<file path="config.mk">
export PLATFORM = sky130hd
export DESIGN_NAME = uart_rx
export DESIGN_NICKNAME = d
export VERILOG_FILES = /design/src/rtl/uart_rx.sv
export SDC_FILE = /design/constraint.sdc
export NUM_CORES = 1
export LEC_CHECK = 0
export CAP_MARGIN = 20
export CORE_UTILIZATION = 59
export DETAILED_ROUTE_END_ITERATION = 6
export GPL_TIMING_DRIVEN = 0
export PLACE_DENSITY = 0.89
export SLEW_MARGIN = 20
export SYNTH_ARGS = -nofsm -noshare
export SYNTH_HDL_FRONTEND = slang
export SYNTH_SLANG_ARGS = --single-unit
</file>
<file path="constraint.sdc">
create_clock -name clk_i -period 6.1 [get_ports clk_i]
set_input_delay 1.22 -clock clk_i [delete_from_list [all_inputs] [get_ports clk_i]]
set_output_delay 1.22 -clock clk_i [all_outputs]
set_load 0.1 [all_outputs]
</file>
<file path="src/rtl/uart_rx.sv">
// uart_rx - serial UART receiver.
//
// Deserialises an idle-high, LSB-first serial line into a byte. Frame is one start
// bit, 7 or 8 data bits, an optional odd/even parity bit and one stop bit. The bit
// time in clocks comes from baud_count_i; every bit is sampled at its centre.
//
// Ports:
//   clk_i          system clock
//   rst_i          asynchronous, active-high reset
//   rx_i           serial input (asynchronous to clk_i)
//   baud_count_i   clocks per bit time (>= 4, stable during a frame)
//   eight_i        1 = 8 data bits, 0 = 7 data bits
//   pen_i          parity enable
//   ohel_i         parity sense: 1 = odd, 0 = even
//   rxrdy_clr_i    read acknowledge; clears rxrdy_o and all status flags
//   rx_data_o      received byte (bit 7 = 0 in 7-bit mode)
//   rxrdy_o        byte available
//   perr_o         parity error on the last frame
//   ferr_o         framing error (stop bit sampled low)
//   ovf_o          a frame completed while rxrdy_o was still set
module uart_rx #(
    parameter int unsigned SYNC_STAGES = 2
) (
    input  logic        clk_i,
    input  logic        rst_i,
    input  logic        rx_i,
    input  logic [19:0] baud_count_i,
    input  logic        eight_i,
    input  logic        pen_i,
    input  logic        ohel_i,
    input  logic        rxrdy_clr_i,
    output logic [7:0]  rx_data_o,
    output logic        rxrdy_o,
    output logic        perr_o,
    output logic        ferr_o,
    output logic        ovf_o
);

    typedef enum logic [2:0] {
        StIdle,
        StStart,
        StData,
        StStop,
        StBrk
    } state_e;

    state_e state_q, state_d;

    logic [SYNC_STAGES-1:0] sync_q;
    logic                   rxs;

    logic [19:0] cnt_q, cnt_d;
    logic [19:0] limit;
    logic        tick;
    logic [3:0]  bit_q, bit_d;
    logic [3:0]  nbits;
    logic [8:0]  shift_q, shift_d;
    logic [8:0]  frame;
    logic [7:0]  data8;
    logic        par_rx;
    logic        par_exp;
    logic        done;

    logic [7:0] rx_data_q, rx_data_d;
    logic       rxrdy_q, rxrdy_d;
    logic       perr_q, perr_d;
    logic       ferr_q, ferr_d;
    logic       ovf_q, ovf_d;

    // Synchroniser; resets to the idle (high) line level.
    always_ff @(posedge clk_i or posedge rst_i) begin
        if (rst_i) begin
            sync_q <= '1;
        end else begin
            sync_q <= {sync_q[SYNC_STAGES-2:0], rx_i};
        end
    end

    assign rxs = sync_q[SYNC_STAGES-1];

    // Half a bit time in START lands every later sample at mid-bit.
    assign limit = (state_q == StStart) ? (baud_count_i >> 1) : baud_count_i;
    assign tick  = (cnt_q == limit - 20'd1);
    assign nbits = (eight_i ? 4'd8 : 4'd7) + {3'b000, pen_i};

    // Bits enter at bit 8 and shift down, so after nbits samples the frame occupies
    // the top nbits positions; shift it back down to right-justify.
    assign frame   = shift_q >> (4'd9 - nbits);
    assign data8   = eight_i ? frame[7:0] : {1'b0, frame[6:0]};
    assign par_rx  = eight_i ? frame[8] : frame[7];
    assign par_exp = (^data8) ^ ohel_i;

    always_comb begin
        state_d = state_q;
        cnt_d   = cnt_q;
        bit_d   = bit_q;
        shift_d = shift_q;
        done    = 1'b0;
        case (state_q)
            StIdle: begin
                cnt_d = '0;
                if (!rxs) begin
                    state_d = StStart;
                end
            end
            StStart: begin
                cnt_d = tick ? 20'd0 : cnt_q + 20'd1;
                if (tick) begin
                    if (!rxs) begin
                        state_d = StData;
                        bit_d   = '0;
                    end else begin
                        state_d = StIdle;
                    end
                end
            end
            StData: begin
                cnt_d = tick ? 20'd0 : cnt_q + 20'd1;
                if (tick) begin
                    shift_d = {rxs, shift_q[8:1]};
                    bit_d   = bit_q + 4'd1;
                    if (bit_q + 4'd1 == nbits) begin
                        state_d = StStop;
                    end
                end
            end
            StStop: begin
                cnt_d = tick ? 20'd0 : cnt_q + 20'd1;
                if (tick) begin
                    done    = 1'b1;
                    state_d = rxs ? StIdle : StBrk;
                end
            end
            StBrk: begin
                // Hold off until the line returns high so a break is not a new start.
                cnt_d = '0;
                if (rxs) begin
                    state_d = StIdle;
                end
            end
            default: begin
                state_d = StIdle;
                cnt_d   = '0;
            end
        endcase
    end

    // Frame completion takes priority over a coincident clear; ovf uses pre-clear rxrdy.
    always_comb begin
        rx_data_d = rx_data_q;
        rxrdy_d   = rxrdy_q;
        perr_d    = perr_q;
        ferr_d    = ferr_q;
        ovf_d     = ovf_q;
        if (done) begin
            rx_data_d = data8;
            rxrdy_d   = 1'b1;
            perr_d    = pen_i & (par_rx != par_exp);
            ferr_d    = ~rxs;
            ovf_d     = ovf_q | rxrdy_q;
        end else if (rxrdy_clr_i) begin
            rxrdy_d = 1'b0;
            perr_d  = 1'b0;
            ferr_d  = 1'b0;
            ovf_d   = 1'b0;
        end
    end

    always_ff @(posedge clk_i or posedge rst_i) begin
        if (rst_i) begin
            state_q   <= StIdle;
            cnt_q     <= '0;
            bit_q     <= '0;
            shift_q   <= '0;
            rx_data_q <= '0;
            rxrdy_q   <= 1'b0;
            perr_q    <= 1'b0;
            ferr_q    <= 1'b0;
            ovf_q     <= 1'b0;
        end else begin
            state_q   <= state_d;
            cnt_q     <= cnt_d;
            bit_q     <= bit_d;
            shift_q   <= shift_d;
            rx_data_q <= rx_data_d;
            rxrdy_q   <= rxrdy_d;
            perr_q    <= perr_d;
            ferr_q    <= ferr_d;
            ovf_q     <= ovf_d;
        end
    end

    assign rx_data_o = rx_data_q;
    assign rxrdy_o   = rxrdy_q;
    assign perr_o    = perr_q;
    assign ferr_o    = ferr_q;
    assign ovf_o     = ovf_q;

endmodule

</file>
==> summary.md <==
| Metric | Value |
|---|---|
| Run status | `completed` |
| Longest Clk Path Bufs | `2` |
| HPWL Detailed | `7570 um` |
| Syn_nets | `between 400 and 500` |
| Avg Cell Area, Syn | `between 8 and 9 um^2` |
| Hold/Removal Path Class | `register to register` |
| Max-Cap Viols | `0` |
| Gr ovfl total | `0` |
| Tmin final | `~5800 ps` |
| Slew Viols, Final | `0` |
| Num CTS Buffers | `5` |
| Die area | `7380 um^2` |
| Synth top area cells | `dfrtp_1 29%, mux2i_1 5.3%, xnor2_1 5.1%` |
| Critical path type | `primary input to register` |
| Clock latency on the worst-skew pair | `300 ps` |
| Slew @ Worst Pin | `between 900 and 1000 ps` |
| Synth top area share | `0.289` |
| Maximum vdd drop | `around 0.00015 V` |
| Post-synth top area cell | `dfrtp_1` |
| Rows | `30` |
| Top_reg_cell synth | `dfrtp_1` |
| Die Span Y | `~86 um` |
| Met2 WL post-DR | `a little under 5000 um` |
| Syn Inst Count | `between 400 and 500` |
| Synth cell types | `70` |
| Nets | `between 500 and 600` |
| Initial Utilization | `0.612` |
| Synth top cells by count | `48 x dfrtp_1, 38 x nand2_1, 31 x nor3_1` |
| CTS tree | `done` |
| Fin util | `0.696` |
| Ys Warns | `0` |
| Top Metal Used | `met4` |
| Peak Freq | `roughly 0.17 GHz` |
| 1st-iter DRT viols | `approximately 230` |
| Seq cells post-synth | `50` |
| Slew HR | `0.341` |
| Placer Congestion | `just under 1` |
| Crit path capture type | `register` |
| Synthesized area | `4160 um^2` |
| Worst Path Required | `approximately 6300 ps` |
| Final hold viol count | `0` |
| Pin count of the biggest net entering global routing | `35` |
| Root Buffer | `clkbuf_8` |
| Total setup buffers inserted after CTS | `0` |
| Final worst path period share | `0.947` |
| H-tree Lvls | `2` |
| Vias per cell | `around 6.3` |
| Clk sinks | `50` |
| Initial antenna violation count | `0` |
| DRT met1 WL | `4240 um` |
| Placement-stage cell area | `~4600 um^2` |
| Core box area | `approximately 6800 um^2` |
| I/O pin cnt | `39` |
| Met3 WL | `~550 um` |
| Final ANT Viol Nets | `0` |
| Global-route wire length before repair | `approximately 17000 um` |
| Setup violators final | `0` |
| Detailed Route WL | `about 10000 um` |
| P_leak | `2.07 nW` |
| Residual DRC | `0` |
| Final setup skew | `10.1 ps` |
| Vias in the first global route | `approximately 3700` |
| Clock slew at reported path FFs | `90 ps` |
| GR Util All Layers | `0.283` |
| Die Wd | `around 86 um` |
| Ant. Diodes | `0` |
| Final instance area | `approximately 4700 um^2` |
| Port Buffers | `33` |
| Area growth syn-to-layout | `13.8%` |
| Layout cell share with drive strength beyond 1 | `0.117` |
| Via count | `3812` |
| PD cells | `171 nW/um^2` |
| Register area share after synthesis | `0.302` |
| Startpoint types | `primary input` |
| DR pass1 iterations | `5` |
| Asr flop ratio synth | `1.00` |
| Fillers | `approximately 530` |
| Unrepaired setup endpoints after global routing | `false` |
| Most frequent cell after synthesis | `dfrtp_1` |
| Worst-path maximum fanout | `10` |
| Post-synth EDFFs | `0` |
| WP data arrival | `about 6000 ps` |
| Wire per inst | `about 17 um` |
[worst max-delay path: stages]
cell             delay [ps]
clkdlybuf4s50_1         560
mux2i_2                 320
ha_1                    360
or4b_1                  560
a2111oi_2               500
inv_1                   130
nor4b_2                 350
o21ai_1                 110
or4_1                   560
buf_6                   180
nor4_4                  690
mux2_2                  420
[state kept, by name (all words and copies together) (netlist names)]
register,cells
shift_q,9
ferr_o,1
bit_q,4
perr_o,1
rxrdy_o,1
cnt_q,20
ovf_o,1
sync_q,2
state_q,3
rx_data_o,8
[final timing paths]
kind	startpoint	endpoint	slack, ps	cells after the start
setup reg to reg	state_q[1]	rx_data_o[1]	590	13
setup / recovery	baud_count_i[0]	rx_data_o[1]	320	12
min in group asynchronous	rst_i	cnt_q[16]	1200	2
hold reg to reg	sync_q[0]	sync_q[1]	360	0
hold / removal	sync_q[0]	sync_q[1]	360	0
max in group asynchronous	rst_i	sync_q[1]	4330	3
[routing by layer]
metal,vias up,global-route usage
met5,-,0
met4,0,0.100
met3,18,0.0318
met2,152,0.504
met1,1833,0.355
li1,1809,-
[area by class of cell]
type | instances | area, um^2 | area share
Buffer | 25 | 118 | 0.0249
Clock buffer | 5 | 68.8 | 0.0146
Clock inverter | 3 | 21.3 | 0.00450
Inverter | 18 | 67.6 | 0.0143
Multi-Input combinational cell | 371 | 2730 | 0.577
Sequential cell | 50 | 1250 | 0.265
Tap cell | 96 | 120 | 0.0254
Timing Repair Buffer | 34 | 350 | 0.0741
[per-stage QoR]
step	power (mW)	worst slack [ps]	hold slack [ps]	cells	setup TNS, ps
final	0.808	321	359	602	0
after global routing	0.851	7.09	367	602	0
after CTS	0.810	172	360	603	0
after detailed placement	0.619	-5.43	347	595	-5.43
after global placement	0.606	31.6	346	594	0
after floorplan	0.553	1250	345	465	0
[kinds of logic (layout without fill, tap and decap cells)]
group                    after synthesis  in the layout  synth area share
AND/OR/NAND/NOR                      186            186             0.261
AO/OA/AOI/OAI                         91             91             0.164
flip-flops                            50             50             0.302
XOR/XNOR                              48             48             0.108
buffers and inverters                 44             85            0.0455
multiplexers                          40             40             0.102
adder cells (fa/ha/maj)                6              6            0.0181
[cells in the final DEF, fill, tap and decap left out, drive strengths merged, types with 9 or more instances in the layout]
cell           instances
a211oi                18
a21oi                 13
and3                  15
buf                   13
clkbuf                18
clkdlybuf4s50         33
dfrtp                 48
inv                   18
mux2                  18
mux2i                 22
nand2                 38
nand3                 16
nor2                  19
nor2b                  9
nor3                  31
nor4                  12
o21ai                 13
xnor2                 24
xor2                  22
[power breakdown]
group          internal [mW]  switching, mW
clock network         0.0807          0.111
logic                  0.108          0.125
registers              0.355         0.0288
total                  0.544          0.264
[repair_timing]
action	CTS	global route
resized for setup	0	2
hold buffers	0	0
endpoints found under the setup margin	0	18
No activity file was read; power rests on OpenSTA's default activity.
